==> config.mk <==
export PLATFORM = sky130hd
export DESIGN_NAME = axi4_video_tpg_flat
export DESIGN_NICKNAME = d
export VERILOG_FILES = /design/src/rtl/axi4_video_tpg_if.sv /design/src/rtl/axi4_video_tpg.sv /design/src/flat_wrapper.sv
export SDC_FILE = /design/constraint.sdc
export NUM_CORES = 1
export LEC_CHECK = 0
export CAP_MARGIN = 10
export CORE_UTILIZATION = 55
export DETAILED_ROUTE_END_ITERATION = 7
export GPL_TIMING_DRIVEN = 0
export PLACE_DENSITY = 0.81
export SYNTH_ARGS = -nofsm -noshare
export SYNTH_HDL_FRONTEND = slang
export SYNTH_SLANG_ARGS = --single-unit
==> constraint.sdc <==
create_clock -name clk_i -period 4.9 [get_ports clk_i]
set_input_delay 0.98 -clock clk_i [delete_from_list [all_inputs] [get_ports clk_i]]
set_output_delay 0.98 -clock clk_i [all_outputs]
set_load 0.03 [all_outputs]
==> src/rtl/axi4_video_tpg_if.sv <==
// AXI4-Stream video bus carrying {R,G,B} pixels with SOF on tuser and EOL on tlast.
interface axi4_video_tpg_if #(
  parameter int unsigned PX_WIDTH = 10
) ();
  logic [3*PX_WIDTH-1:0] tdata;
  logic                  tvalid;
  logic                  tready;
  logic                  tlast;
  logic                  tuser;

  modport master (output tdata, tvalid, tlast, tuser, input tready);
  modport slave  (input tdata, tvalid, tlast, tuser, output tready);
endinterface

==> src/rtl/axi4_video_tpg.sv <==
// AXI4-Stream test pattern generator: colour bars, grey ramp, checkerboard or solid frames.
// Define TPG_SCROLL_EN to add a per-frame horizontal scroll of the generated pattern.
module axi4_video_tpg #(
  parameter int unsigned X_RES      = 1920,
  parameter int unsigned Y_RES      = 1080,
  parameter int unsigned PX_WIDTH   = 10,
  parameter int unsigned CHECK_LOG2 = 5
) (
  input  logic                  clk_i,
  input  logic                  rst_n_i,
  input  logic                  enable_i,
  input  logic [1:0]            pattern_i,
  input  logic [3*PX_WIDTH-1:0] solid_color_i,
  axi4_video_tpg_if.master      video,
  output logic                  busy_o,
  output logic                  frame_done_o
);
  localparam int unsigned XW    = (X_RES > 1) ? $clog2(X_RES) : 1;
  localparam int unsigned YW    = (Y_RES > 1) ? $clog2(Y_RES) : 1;
  localparam int unsigned DW    = 3 * PX_WIDTH;
  localparam int unsigned BAR_W = X_RES / 8;
  localparam logic [XW-1:0] X_MAX = XW'(X_RES - 1);
  localparam logic [YW-1:0] Y_MAX = YW'(Y_RES - 1);

  typedef enum logic {IDLE, ACTIVE} state_t;

  state_t            state, state_nx;
  logic [XW-1:0]     x, x_nx, xe_nx;
  logic [YW-1:0]     y, y_nx;
  logic [1:0]        pat, pat_nx;
  logic [DW-1:0]     solid, solid_nx;
  logic [DW-1:0]     tdata, tdata_nx;
  logic              tvalid, tvalid_nx, tlast, tlast_nx, tuser, tuser_nx;
  logic              busy, busy_nx, frame_done, frame_done_nx;
  logic              xfer, load;
`ifdef TPG_SCROLL_EN
  logic [XW-1:0]     offset, offset_nx;

  function automatic logic [XW-1:0] wrap_add(input logic [XW-1:0] a, input logic [XW-1:0] b);
    localparam int unsigned SW = XW + 1;
    logic [XW:0] s;
    s = {1'b0, a} + {1'b0, b};
    if (s >= SW'(X_RES)) s = s - SW'(X_RES);
    return XW'(s);
  endfunction
`endif

  function automatic logic [DW-1:0] pixel(input logic [XW-1:0] xe, input logic [YW-1:0] yy,
                                          input logic [1:0] p, input logic [DW-1:0] sc);
    logic [2:0]          bar;
    logic                c;
    logic [PX_WIDTH-1:0] r;
    bar = 3'(32'(xe) / BAR_W);
    c   = 1'((32'(xe) >> CHECK_LOG2) ^ (32'(yy) >> CHECK_LOG2));
    r   = PX_WIDTH'(xe);
    // bar index bits map directly onto the inverted R/G/B enables of the classic bar order
    case (p)
      2'd0:    return {{PX_WIDTH{~bar[1]}}, {PX_WIDTH{~bar[2]}}, {PX_WIDTH{~bar[0]}}};
      2'd1:    return {r, r, r};
      2'd2:    return c ? {DW{1'b0}} : {DW{1'b1}};
      default: return sc;
    endcase
  endfunction

  assign xfer = tvalid && video.tready;

  always_ff @(posedge clk_i) begin
    if (!rst_n_i) state <= IDLE;
    else          state <= state_nx;
  end

  // next state, next counters and the pixel for the next counter values
  always_comb begin
    state_nx      = state;
    x_nx          = x;
    y_nx          = y;
    pat_nx        = pat;
    solid_nx      = solid;
    tdata_nx      = tdata;
    tvalid_nx     = tvalid;
    tlast_nx      = tlast;
    tuser_nx      = tuser;
    busy_nx       = busy;
    frame_done_nx = 1'b0;
    load          = 1'b0;
`ifdef TPG_SCROLL_EN
    offset_nx     = offset;
`endif
    case (state)
      IDLE: begin
        if (enable_i) begin
          state_nx  = ACTIVE;
          x_nx      = '0;
          y_nx      = '0;
          pat_nx    = pattern_i;
          solid_nx  = solid_color_i;
          tvalid_nx = 1'b1;
          busy_nx   = 1'b1;
          load      = 1'b1;
        end
      end
      ACTIVE: begin
        if (xfer) begin
          load = 1'b1;
          if (x == X_MAX) begin
            x_nx = '0;
            if (y == Y_MAX) begin
              y_nx          = '0;
              frame_done_nx = 1'b1;
              if (enable_i) begin
                pat_nx   = pattern_i;
                solid_nx = solid_color_i;
`ifdef TPG_SCROLL_EN
                offset_nx = (offset == X_MAX) ? '0 : offset + XW'(1);
`endif
              end else begin
                state_nx  = IDLE;
                tvalid_nx = 1'b0;
                busy_nx   = 1'b0;
                tlast_nx  = 1'b0;
                tuser_nx  = 1'b0;
                load      = 1'b0;
              end
            end else begin
              y_nx = y + YW'(1);
            end
          end else begin
            x_nx = x + XW'(1);
          end
        end
      end
      default: state_nx = IDLE;
    endcase
`ifdef TPG_SCROLL_EN
    xe_nx = wrap_add(x_nx, offset_nx);
`else
    xe_nx = x_nx;
`endif
    if (load) begin
      tdata_nx = pixel(xe_nx, y_nx, pat_nx, solid_nx);
      tuser_nx = (x_nx == '0) && (y_nx == '0);
      tlast_nx = (x_nx == X_MAX);
    end
  end

  always_ff @(posedge clk_i) begin
    if (!rst_n_i) begin
      x          <= '0;
      y          <= '0;
      pat        <= '0;
      solid      <= '0;
      tdata      <= '0;
      tvalid     <= 1'b0;
      tlast      <= 1'b0;
      tuser      <= 1'b0;
      busy       <= 1'b0;
      frame_done <= 1'b0;
`ifdef TPG_SCROLL_EN
      offset     <= '0;
`endif
    end else begin
      x          <= x_nx;
      y          <= y_nx;
      pat        <= pat_nx;
      solid      <= solid_nx;
      tdata      <= tdata_nx;
      tvalid     <= tvalid_nx;
      tlast      <= tlast_nx;
      tuser      <= tuser_nx;
      busy       <= busy_nx;
      frame_done <= frame_done_nx;
`ifdef TPG_SCROLL_EN
      offset     <= offset_nx;
`endif
    end
  end

  assign video.tdata  = tdata;
  assign video.tvalid = tvalid;
  assign video.tlast  = tlast;
  assign video.tuser  = tuser;
  assign busy_o       = busy;
  assign frame_done_o = frame_done;
endmodule

==> src/flat_wrapper.sv <==
// flat-port wrapper written by rule: the top's interface ports become plain ports
module axi4_video_tpg_flat 
#(
  parameter int unsigned X_RES      = 1920,
  parameter int unsigned Y_RES      = 1080,
  parameter int unsigned PX_WIDTH   = 10,
  parameter int unsigned CHECK_LOG2 = 5
)
  (clk_i, rst_n_i, enable_i, pattern_i, solid_color_i, busy_o, frame_done_o, video_tdata, video_tvalid, video_tlast, video_tuser, video_tready);
  axi4_video_tpg_if #(.PX_WIDTH(PX_WIDTH)) video_i ();
  input  logic clk_i;
  input  logic rst_n_i;
  input  logic enable_i;
  input  logic [1:0] pattern_i;
  input  logic [3*PX_WIDTH-1:0] solid_color_i;
  output logic busy_o;
  output logic frame_done_o;
  output wire logic [$bits(video_i.tdata)-1:0] video_tdata;
  output wire logic [$bits(video_i.tvalid)-1:0] video_tvalid;
  output wire logic [$bits(video_i.tlast)-1:0] video_tlast;
  output wire logic [$bits(video_i.tuser)-1:0] video_tuser;
  input wire logic [$bits(video_i.tready)-1:0] video_tready;
  assign video_tdata = video_i.tdata;
  assign video_tvalid = video_i.tvalid;
  assign video_tlast = video_i.tlast;
  assign video_tuser = video_i.tuser;
  assign video_i.tready = video_tready;
  axi4_video_tpg #(.X_RES(X_RES), .Y_RES(Y_RES), .PX_WIDTH(PX_WIDTH), .CHECK_LOG2(CHECK_LOG2)) u_core (.clk_i(clk_i), .rst_n_i(rst_n_i), .enable_i(enable_i), .pattern_i(pattern_i), .solid_color_i(solid_color_i), .video(video_i), .busy_o(busy_o), .frame_done_o(frame_done_o));
endmodule
Yosys cells after proc, flatten, opt, wreduce, memory -nomap -nowiden
Cells that the tools add are included.
Word-level totals
  flip-flop bits (word level): 89
  input port bits: 36
  output and inout bits: 35
  word-level logic and storage cells: 79
Operators by class
  $add $sub $neg: 2
  divide/modulo/power cells: 1
  equal/unequal tests: 11
  mux-type cells: 38
  bitwise logic cells: 5
  reductions and logical operators: 12
Operators with widths (number)
  $mux W30: 5
  $pmux W30 S3: 1
  $mux W11: 7
  $pmux W30 S2: 1
  $pmux W11 S2: 2
  $eq A11 B11 Y1 const B: 3
  $div A11 B8 Y32 const B: 1
  $add A11 B1 Y11 const B: 2
  $logic_not A11 Y1: 2
  $mux W1: 14
  $ne A2 B2 Y1 const B: 5
  $reduce_and A5 Y1: 2
  $mux W2: 4
  $reduce_bool A2 Y1: 4
  $pmux W1 S2: 3
  $not A1 Y1: 4
  $pmux W2 S2: 1
  $reduce_and A4 Y1: 1
  $eq A2 B1 Y1 const B: 1
  $eq A2 B2 Y1 const B: 1
  $logic_and A1 B1 Y1: 2
  $logic_not A2 Y1: 1
  $ne A2 B1 Y1 const B: 1
  $xor A1 B1 Y1: 1

Logic depth before layout (Yosys ltp)
Gate-level depths: netlist of the first run.
  depth in word-level cells: 8
  depth in mapped cells: 15

Worst setup path before layout of the first run
OpenSTA, ideal clock, no wires.
  path kind: input to register
  start: input video_tready
  end: register u_core.tdata[8] (netlist: u_core.video.tdata[8])
  arrival: 3.525 ns
  data required time: 4.783 ns
  path slack: 1.257 ns
  cell stages on the path: 14
  buffers on the path: 3
  path through: nand2_1 > buf_2 > nor3_1 > and3_1 > o22ai_1 > clkbuf_1 > nor2_1 > ha_1 > a31oi_1 > o22ai_1 > o31a_1 > clkbuf_1 > or3_1 > a32o_1
On the way
  longest elaborated chain between the ends: 6
  elaborated cells between the ends (all ways): 19
  those cells by class: div (1); eq/ne (2); mux (12); bitwise (2); reduce/logical (2)
RTL lines
  start: declaration: RTL line flat_wrapper.sv:22  | input wire logic [$bits(video_i.tready)-1:0] video_tready;
  $logic_and A1 B1 Y1 (*): RTL line axi4_video_tpg.sv:65  | assign xfer = tvalid && video.tready;
  $mux W11: RTL line axi4_video_tpg.sv:103  | if (xfer) begin
  $pmux W11 S2: RTL line axi4_video_tpg.sv:89  | case (state)
  $div A11 B8 Y32 / $xor A1 B1 Y1 (equally long branches): RTL line axi4_video_tpg.sv:53, axi4_video_tpg.sv:54
  $not A1 Y1 / $mux W30 (equally long branches): RTL line axi4_video_tpg.sv:58, axi4_video_tpg.sv:60
  $pmux W30 S3: RTL line axi4_video_tpg.sv:57  | case (p)
  end signal: assignment: RTL line axi4_video_tpg.sv:166  | tdata <= tdata_nx;
  end: declaration: RTL line axi4_video_tpg.sv:32  | logic [DW-1:0] tdata, tdata_nx;
Mark *: on every way between the ends. The rest lies on a longest branch, timed or not.
A chain may end at the register's enable or synchronous reset.

Final worst setup path of the first run
Ends and elaborated chain as after synthesis.

==> results of run 1 <==
[flip-flops by register name (all words and copies together), names as in the netlist]
signal and cells:
u_core.state 1, u_core.frame_done_o 1, u_core.pat 2, u_core.x 11
u_core.video.tuser 1, u_core.video.tdata 30, u_core.video.tvalid 1, u_core.video.tlast 1
u_core.y 11, u_core.solid 30
[area by class of cell]
class                           instances  area [um^2]
Buffer                                 41        188.9
Clock buffer                           10        127.6
Clock inverter                          6        50.05
Fill cell                             685         2537
Inverter                               10        37.54
Multi-Input combinational cell        432         2795
Sequential cell                        89         1782
Tap cell                              105        131.4
Timing Repair Buffer                   69        690.7
[worst max-delay path: stages]
cell,delay [ns]
clkdlybuf4s50_1,0.46
nand2_1,0.23
buf_2,0.28
nor3_1,0.11
and3_1,0.20
o22ai_1,0.25
clkbuf_1,0.35
nor2_1,0.10
ha_1,0.24
a31oi_1,0.20
o22ai_1,0.09
o31a_1,0.25
clkbuf_1,0.22
or3_1,0.40
a32o_1,0.22
[power groups by stage]
stage               registers (mW)  clock network, mW  logic, mW
floorplan                    0.869                  0      0.162
global placement             0.812                  0      0.362
detailed placement           0.812                  0      0.368
CTS                          0.797              0.477      0.370
global route                 0.802              0.510      0.396
finish                       0.797              0.474      0.371
[how the worst max path moves through the flow]
| stage | to | slack (ns) |
|---|---|---|
| floorplan | u_core.video.tdata[8]$_SDFFE_PN0P_ | 1.26 |
| global placement | u_core.video.tdata[8]$_SDFFE_PN0P_ | 0.33 |
| detailed placement | u_core.video.tdata[8]$_SDFFE_PN0P_ | 0.28 |
| CTS | u_core.video.tdata[8]$_SDFFE_PN0P_ | 0.64 |
| global route | u_core.video.tdata[8]$_SDFFE_PN0P_ | 0.31 |
| finish | u_core.video.tdata[8]$_SDFFE_PN0P_ | 0.57 |
[synth_stat cells, types with 3 or more instances]
library cell | count | share of area (%)
nor3_1 | 13 | 1.4
nand4_1 | 9 | 1.2
nand2b_1 | 13 | 1.7
nor2b_1 | 39 | 5.1
and3_1 | 5 | 0.65
clkbuf_1 | 26 | 2.0
o21a_1 | 3 | 0.47
xnor2_1 | 4 | 0.73
o21ai_0 | 41 | 4.3
a22oi_1 | 5 | 0.78
ha_1 | 3 | 0.78
nand2_1 | 59 | 4.6
or3_1 | 3 | 0.39
nand3_1 | 16 | 1.7
nor2_1 | 16 | 1.3
a221oi_1 | 11 | 2.0
nand4b_1 | 3 | 0.55
and2_1 | 16 | 2.1
dfxtp_1 | 89 | 37
inv_1 | 8 | 0.63
o21ai_1 | 10 | 1.0
or2_2 | 3 | 0.39
buf_2 | 9 | 0.94
mux2i_1 | 32 | 6.7
a31oi_1 | 6 | 0.78
nor4b_1 | 8 | 1.5
o22ai_1 | 5 | 0.65
nor4_1 | 8 | 1.0
a21oi_1 | 38 | 4.0
a21boi_0 | 15 | 2.3
[cells by family after synthesis]
kind of cell    Yosys count
fa+ha+maj                 3
flops                    89
buf+inv                  51
xor+xnor                  6
compound gates          162
mux                      33
simple gates            228
[layer usage]
layer / up-vias / share of wire (%)
met4: 0 / 2.3
met1: 2203 / 43
li1: 2242 / -
met2: 157 / 49
met3: 27 / 5.4
met5: - / 0
==> results.md, run 1 <==
* Fin cells at approximately 760
* Antenna violations before repair at 0
* Adder-cell area share of the yosys netlist at less than 1%
* Worst Path Max Fanout at 10
* Post-CTS Setup Bufs at 0
* Hold WC Path Type: flop to flop
* Max_cap viols at 0
* Clock skew at 0.01830 ns
* Switching Fraction at 32.03%
* TritonCTS clock tree: built
* Worst Setup End Kind: flop
* Core ar. at 8341 um^2
* Combinational power share at a little under a quarter
* Psw at 0.5262 mW
* Critical setup path kind: primary input to flop
* Worst skew pair latency at 0.37 ns
* DRT antenna net count at 0
* Mux contribution to synthesized area at 6.903%
* Reg2Reg Launch Point: u_core.x[0]$_SDFF_PN0_
* Cell row count at 33
* RSZ-0062 raised after global routing: no
* Routed len/inst at 17.48 um
* Clock Tree Root: clkbuf_8
* Share of layout cells above drive strength 1 at approximately 7.5%
* Post-cts sizing count at 0
* Rel. slew slack at approximately a third
* # DRC at 0
* Flip-flop and latch count after synthesis at 89
* Die H at 95.45 um
* Final nets at slightly below 700
* First-pass GRT wire length at 21,340 um
* TritonRoute pass-1 iters at 5
* Static Leak at 2.053 nW
* Starting Density at between 50 and 60%
* Status: finished, final reports clean
* Post-synthesis compound-gate area fraction at 22.38%
* Commonest non-fill, non-tap cell in the layout: dfxtp_1
* Sequential element share of the synthesized area at roughly 37%
* Die area at 9111 um^2
* Simple-gate share of the synthesized area at between 20% and 30%
* Final Hold Violating Endpoints at 0
* Number of cells after detailed placement at approximately 750
* Synthesized instance count at 572
* Avg Inst Size Synth at 8.397 um^2
* Mapped Area at 4803 um^2
* DR vias/cell at 6.075
* Worst hold margin at roughly 0.46 ns
* Final setup fails at 0
* Cts bufs inserted at 9
* HP Start: u_core.video.tdata[4]$_SDFFE_PN0P_
* Hold depth at 2
* M2 GR Usage at 51.49%
* Setup WS pre-CTS at about 0.28 ns
* Pin count of the biggest net entering global routing at 17
* Sequential power share at 48.5%
* R2r endpoint: u_core.video.tdata[8]$_SDFFE_PN0P_
* Ant. Diodes at 0
* Peak Freq at between 0.2 and 0.25 GHz
* Violation count after the first detailed-routing iteration at around 300
* Routed WL at around 13,000 um
* WHS Endpoint: u_core.video.tdata[4]$_SDFFE_PN0P_
* GRT Total Usage at approximately 31%
* H-Tree Depth at 3
* Detailed Place HPWL at 9917 um
* Post-route cell area at just under 6000 um^2
* Tcrit/Tclk final at just under 90%
* GRT Max-Usage Layer: met2
* Largest family of logic cells by synthesized area: simple AND/OR/NAND/NOR gates
* Syn-to-layout area delta at 20.81%
* Clk pwr share at 28.9%
* Vias in the first global route at 4,299
* Final setup margin at 0.5682 ns
* Slew @ Worst Pin at 0.9982 ns
* Met1 global-route usage at 39.21%
* Critical Path Start: video_tready
* PD cells at approximately 280 nW/um^2
* Netlist cell types at between 70 and 80
* Met3 Usage GRT at under 10%
* DIE WIDTH at 95.45 um
* Post-synth EDFFs at 0
* Tmin final at 4.332 ns
* Tot Pwr at 1.643 mW
* Ys async rst share at 0%
* Dpl cell area at 5625 um^2
* FF-to-FF setup slack at 1.05 ns
* Syn_nets at 611
* CP required at 5.16 ns
* Hold bufs inserted after CTS at 0
* Final Max Tran Viols at 0
* Port Buffers at between 60 and 70
* Yosys warns at 0
* CTS Sinks at 89
* Setup crit start kind: primary input
* Int Power at 1.117 mW
* Arrival time worst endpoint at 4.59 ns
* Max clock buf depth at 2
* Worst VDD drop at between 0.15 and 0.2 mV
* Grt ovf at 0
* Final TNS setup at 0 ns
* # IOs at 71
* Most frequent cells in the layout: dfxtp_1, clkdlybuf4s50_1, nand2_1, o21ai_0, nor2b_1
* Post-synthesis xor/xnor area fraction at 1.094%
* Clock-pin slew on the worst setup and hold paths at 0.09 ns
* GP Congestion at 0.9035
* Vias at 4,629
* Finished Core Util at a little over two thirds
* R2R cell count at 15
* Ys flop type: dfxtp_1
No activity file was read; power rests on OpenSTA's default activity.
==> run 2: changes to the inputs <==
Settings changed: CORE_UTILIZATION 55 to 49, PLACE_DENSITY 0.81 to 0.76.
Clock period 4.9 ns to 3.96 ns, I/O delays scaled along.
==> results.md, run 2 (synthesis gave the netlist of run 1 again) <==
* GRT Total Usage at 27.23% (-3.4 points)
* Finished Core Util at 62.84% (-6.7 points)
* Syn-to-layout area delta at 22.61%
* CTS Sinks at 89 (unchanged)
* RSZ-0062 raised after global routing: yes
* # DRC at 0 (unchanged)
* Sequential cell area at 1782 um^2 (unchanged)
* Static Leak at 2.090 nW (+1.8%)
* Cell row count at 35 (+6.1%)
* # IOs at 71 (unchanged)
* R2R cell count at 13 (-2)
* Worst skew pair latency at 0.36 ns (about the same)
* Grt ovf at 0 (unchanged)
* Switching Fraction at 31.36% (-0.67 points)
* Routed len/inst at 17.27 um (-1.2%)
* Arrival time worst endpoint at 4.04 ns (-0.55 ns)
* TritonCTS clock tree: built
* HP Start: u_core.video.tdata[3]$_SDFFE_PN0P_
* PD cells at 358.0 nW/um^2 (+26%)
* Violation count after the first detailed-routing iteration at 292 (-1.4%)
* Post-CTS Setup Bufs at 0 (unchanged)
* H-Tree Depth at 3 (unchanged)
* Area of the multi-input gates at 2825 um^2 (+1.1%)
* Max_cap viols at 0 (unchanged)
* Clock-pin slew on the worst setup and hold paths at 0.09 ns (about the same)
* Max clock buf depth at 2 (unchanged)
* Clock skew at 0.01125 ns (-0.007048 ns)
* Final nets at 690 (-0.14%)
* Pin count of the biggest net entering global routing at 17 (unchanged)
* Die area at 10,200 um^2 (+12%)
* Worst VDD drop at 0.2242 mV (+14%)
* Psw at 0.6613 mW (+26%)
* Core ar. at 9371 um^2 (+12%)
* Die H at 101.0 um (+5.8%)
* Detailed Place HPWL at 10,020 um (+0.99%)
* Clk pwr share at 31.4% (+2.5 points)
* Clock Tree Root: clkbuf_8
* Commonest non-fill, non-tap cell in the layout: dfxtp_1
* Final setup fails at 0 (unchanged)
* Final Max Tran Viols at 0 (unchanged)
* Status: finished, final reports clean
* Sequential power share at 46.8% (-1.7 points)
* DIE WIDTH at 101.0 um (+5.8%)
* DR vias/cell at 5.897 (-2.9%)
* Vias at 4,629 (unchanged)
* Critical setup path kind: primary input to flop
* Combinational power share at 21.8% (-0.8 points)
* GP Congestion at 0.9391 (+3.9%)
* FF-to-FF setup slack at 0.30 ns (-0.75 ns)
* Worst Setup End Kind: flop
* Final TNS setup at 0 ns (unchanged)
* Setup crit start kind: primary input
* First-pass GRT wire length at 21,560 um (+1.0%)
* Most frequent cells in the layout: dfxtp_1, clkdlybuf4s50_1, nand2_1, o21ai_0, nor2b_1
* R2r endpoint: u_core.video.tdata[8]$_SDFFE_PN0P_
* Starting Density at 51.26% (-6.3 points)
* Int Power at 1.447 mW (+30%)
* WHS Endpoint: u_core.video.tdata[3]$_SDFFE_PN0P_
* Rel. slew slack at 39.02% (+6.1 points)
* Routed WL at 13,560 um (+1.8%)
* Peak Freq at 0.2650 GHz
* DRT antenna net count at 0 (unchanged)
* CP required at 4.22 ns (-0.94 ns)
* Port Buffers at 69 (unchanged)
* TritonRoute pass-1 iters at 5 (unchanged)
* Tcrit/Tclk final at 95.31%
* Share of layout cells above drive strength 1 at 8.537% (+1.1 points)
* Reg2Reg Launch Point: u_core.x[0]$_SDFF_PN0_
* Largest registers: u_core.solid (30), u_core.video.tdata (30)
* Ant. Diodes at 0 (unchanged)
* Vias in the first global route at 4,286 (-0.30%)
* Final Hold Violating Endpoints at 0 (unchanged)
* Hold depth at 2 (unchanged)
* Tmin final at 3.774 ns
* Fillers at 847 (+24%)
* Hold WC Path Type: flop to flop
* Worst Path Max Fanout at 10 (unchanged)
* Cts bufs inserted at 9 (unchanged)
* Antenna violations before repair at 0 (unchanged)
* Slew @ Worst Pin at 0.9147 ns (-0.08341 ns)
==> run 2: area by class of cell <==
cell class                      count  share of cell area, %
Inverter                           10                 0.6373
Clock buffer                       10                  2.167
Buffer                             40                  3.250
Clock inverter                      6                  1.253
Tap cell                          129                  2.741
Timing Repair Buffer               69                  11.73
Multi-Input combinational cell    432                  47.97
Sequential cell                    89                  30.25
==> run 2: routing by layer <==
| metal | part of all wire [%] | up-vias | GRT usage (%) |
|---|---|---|---|
| li1 | - | 2251 | - |
| met4 | 2.7 | 0 | 11.26 |
| met2 | 47 | 202 | 44.73 |
| met5 | 0 | - | 0 |
| met3 | 6.5 | 28 | 3.467 |
| met1 | 44 | 2148 | 36.09 |
==> run 2: worst max-delay path, stage by stage <==
cell and delay [ns]:
clkdlybuf4s50_1 0.47, nand2_2 0.18, buf_4 0.21, nor3_1 0.10
and3_1 0.21, o22ai_2 0.17, clkbuf_4 0.23, nor2_1 0.07
ha_1 0.24, a31oi_1 0.20, o22ai_1 0.10, o31a_1 0.25
clkbuf_1 0.21, or3_1 0.39, a32o_1 0.22
==> run 2: power by group through the flow <==
stage / clock network, mW / logic [mW] / registers (mW)
after global routing: 0.703 / 0.490 / 0.994
after CTS: 0.664 / 0.458 / 0.987
after global placement: 0 / 0.451 / 1.01
after floorplan: 0 / 0.201 / 1.08
after detailed placement: 0 / 0.456 / 1.01
final: 0.662 / 0.460 / 0.987
==> run 2: repair_timing <==
action	CTS	global route
pin swaps	0	2
hold buffers	0	0
cloned	0	0
gates resized for setup	2	9
setup endpoints to repair	1	15
==> run 2: worst max path at each step <==
stage | from | endpoint | slack, ns | cells past startpoint
detailed placement | video_tready | u_core.video.tdata[8]$_SDFFE_PN0P_ | -0.47 | 15
global placement | video_tready | u_core.video.tdata[8]$_SDFFE_PN0P_ | -0.43 | 15
global route | video_tready | u_core.video.tdata[8]$_SDFFE_PN0P_ | -0.05 | 14
CTS | video_tready | u_core.video.tdata[8]$_SDFFE_PN0P_ | 0.06 | 15
finish | video_tready | u_core.video.tdata[8]$_SDFFE_PN0P_ | 0.19 | 15
floorplan | video_tready | u_core.video.tdata[8]$_SDFFE_PN0P_ | 0.51 | 14
==> run 2: stage by stage <==
stage	setup slack, ns	cell area (um^2)	hold slack, ns	cells	total power, mW
floorplan	0.5051	4803	0.4783	572	1.276
global placement	-0.4284	5655	0.4494	770	1.456
detailed placement	-0.4732	5655	0.4576	770	1.462
CTS	0.05832	5857	0.4712	785	2.109
global route	-0.05458	5889	0.4913	785	2.187
finish	0.1858	5889	0.4709	785	2.108
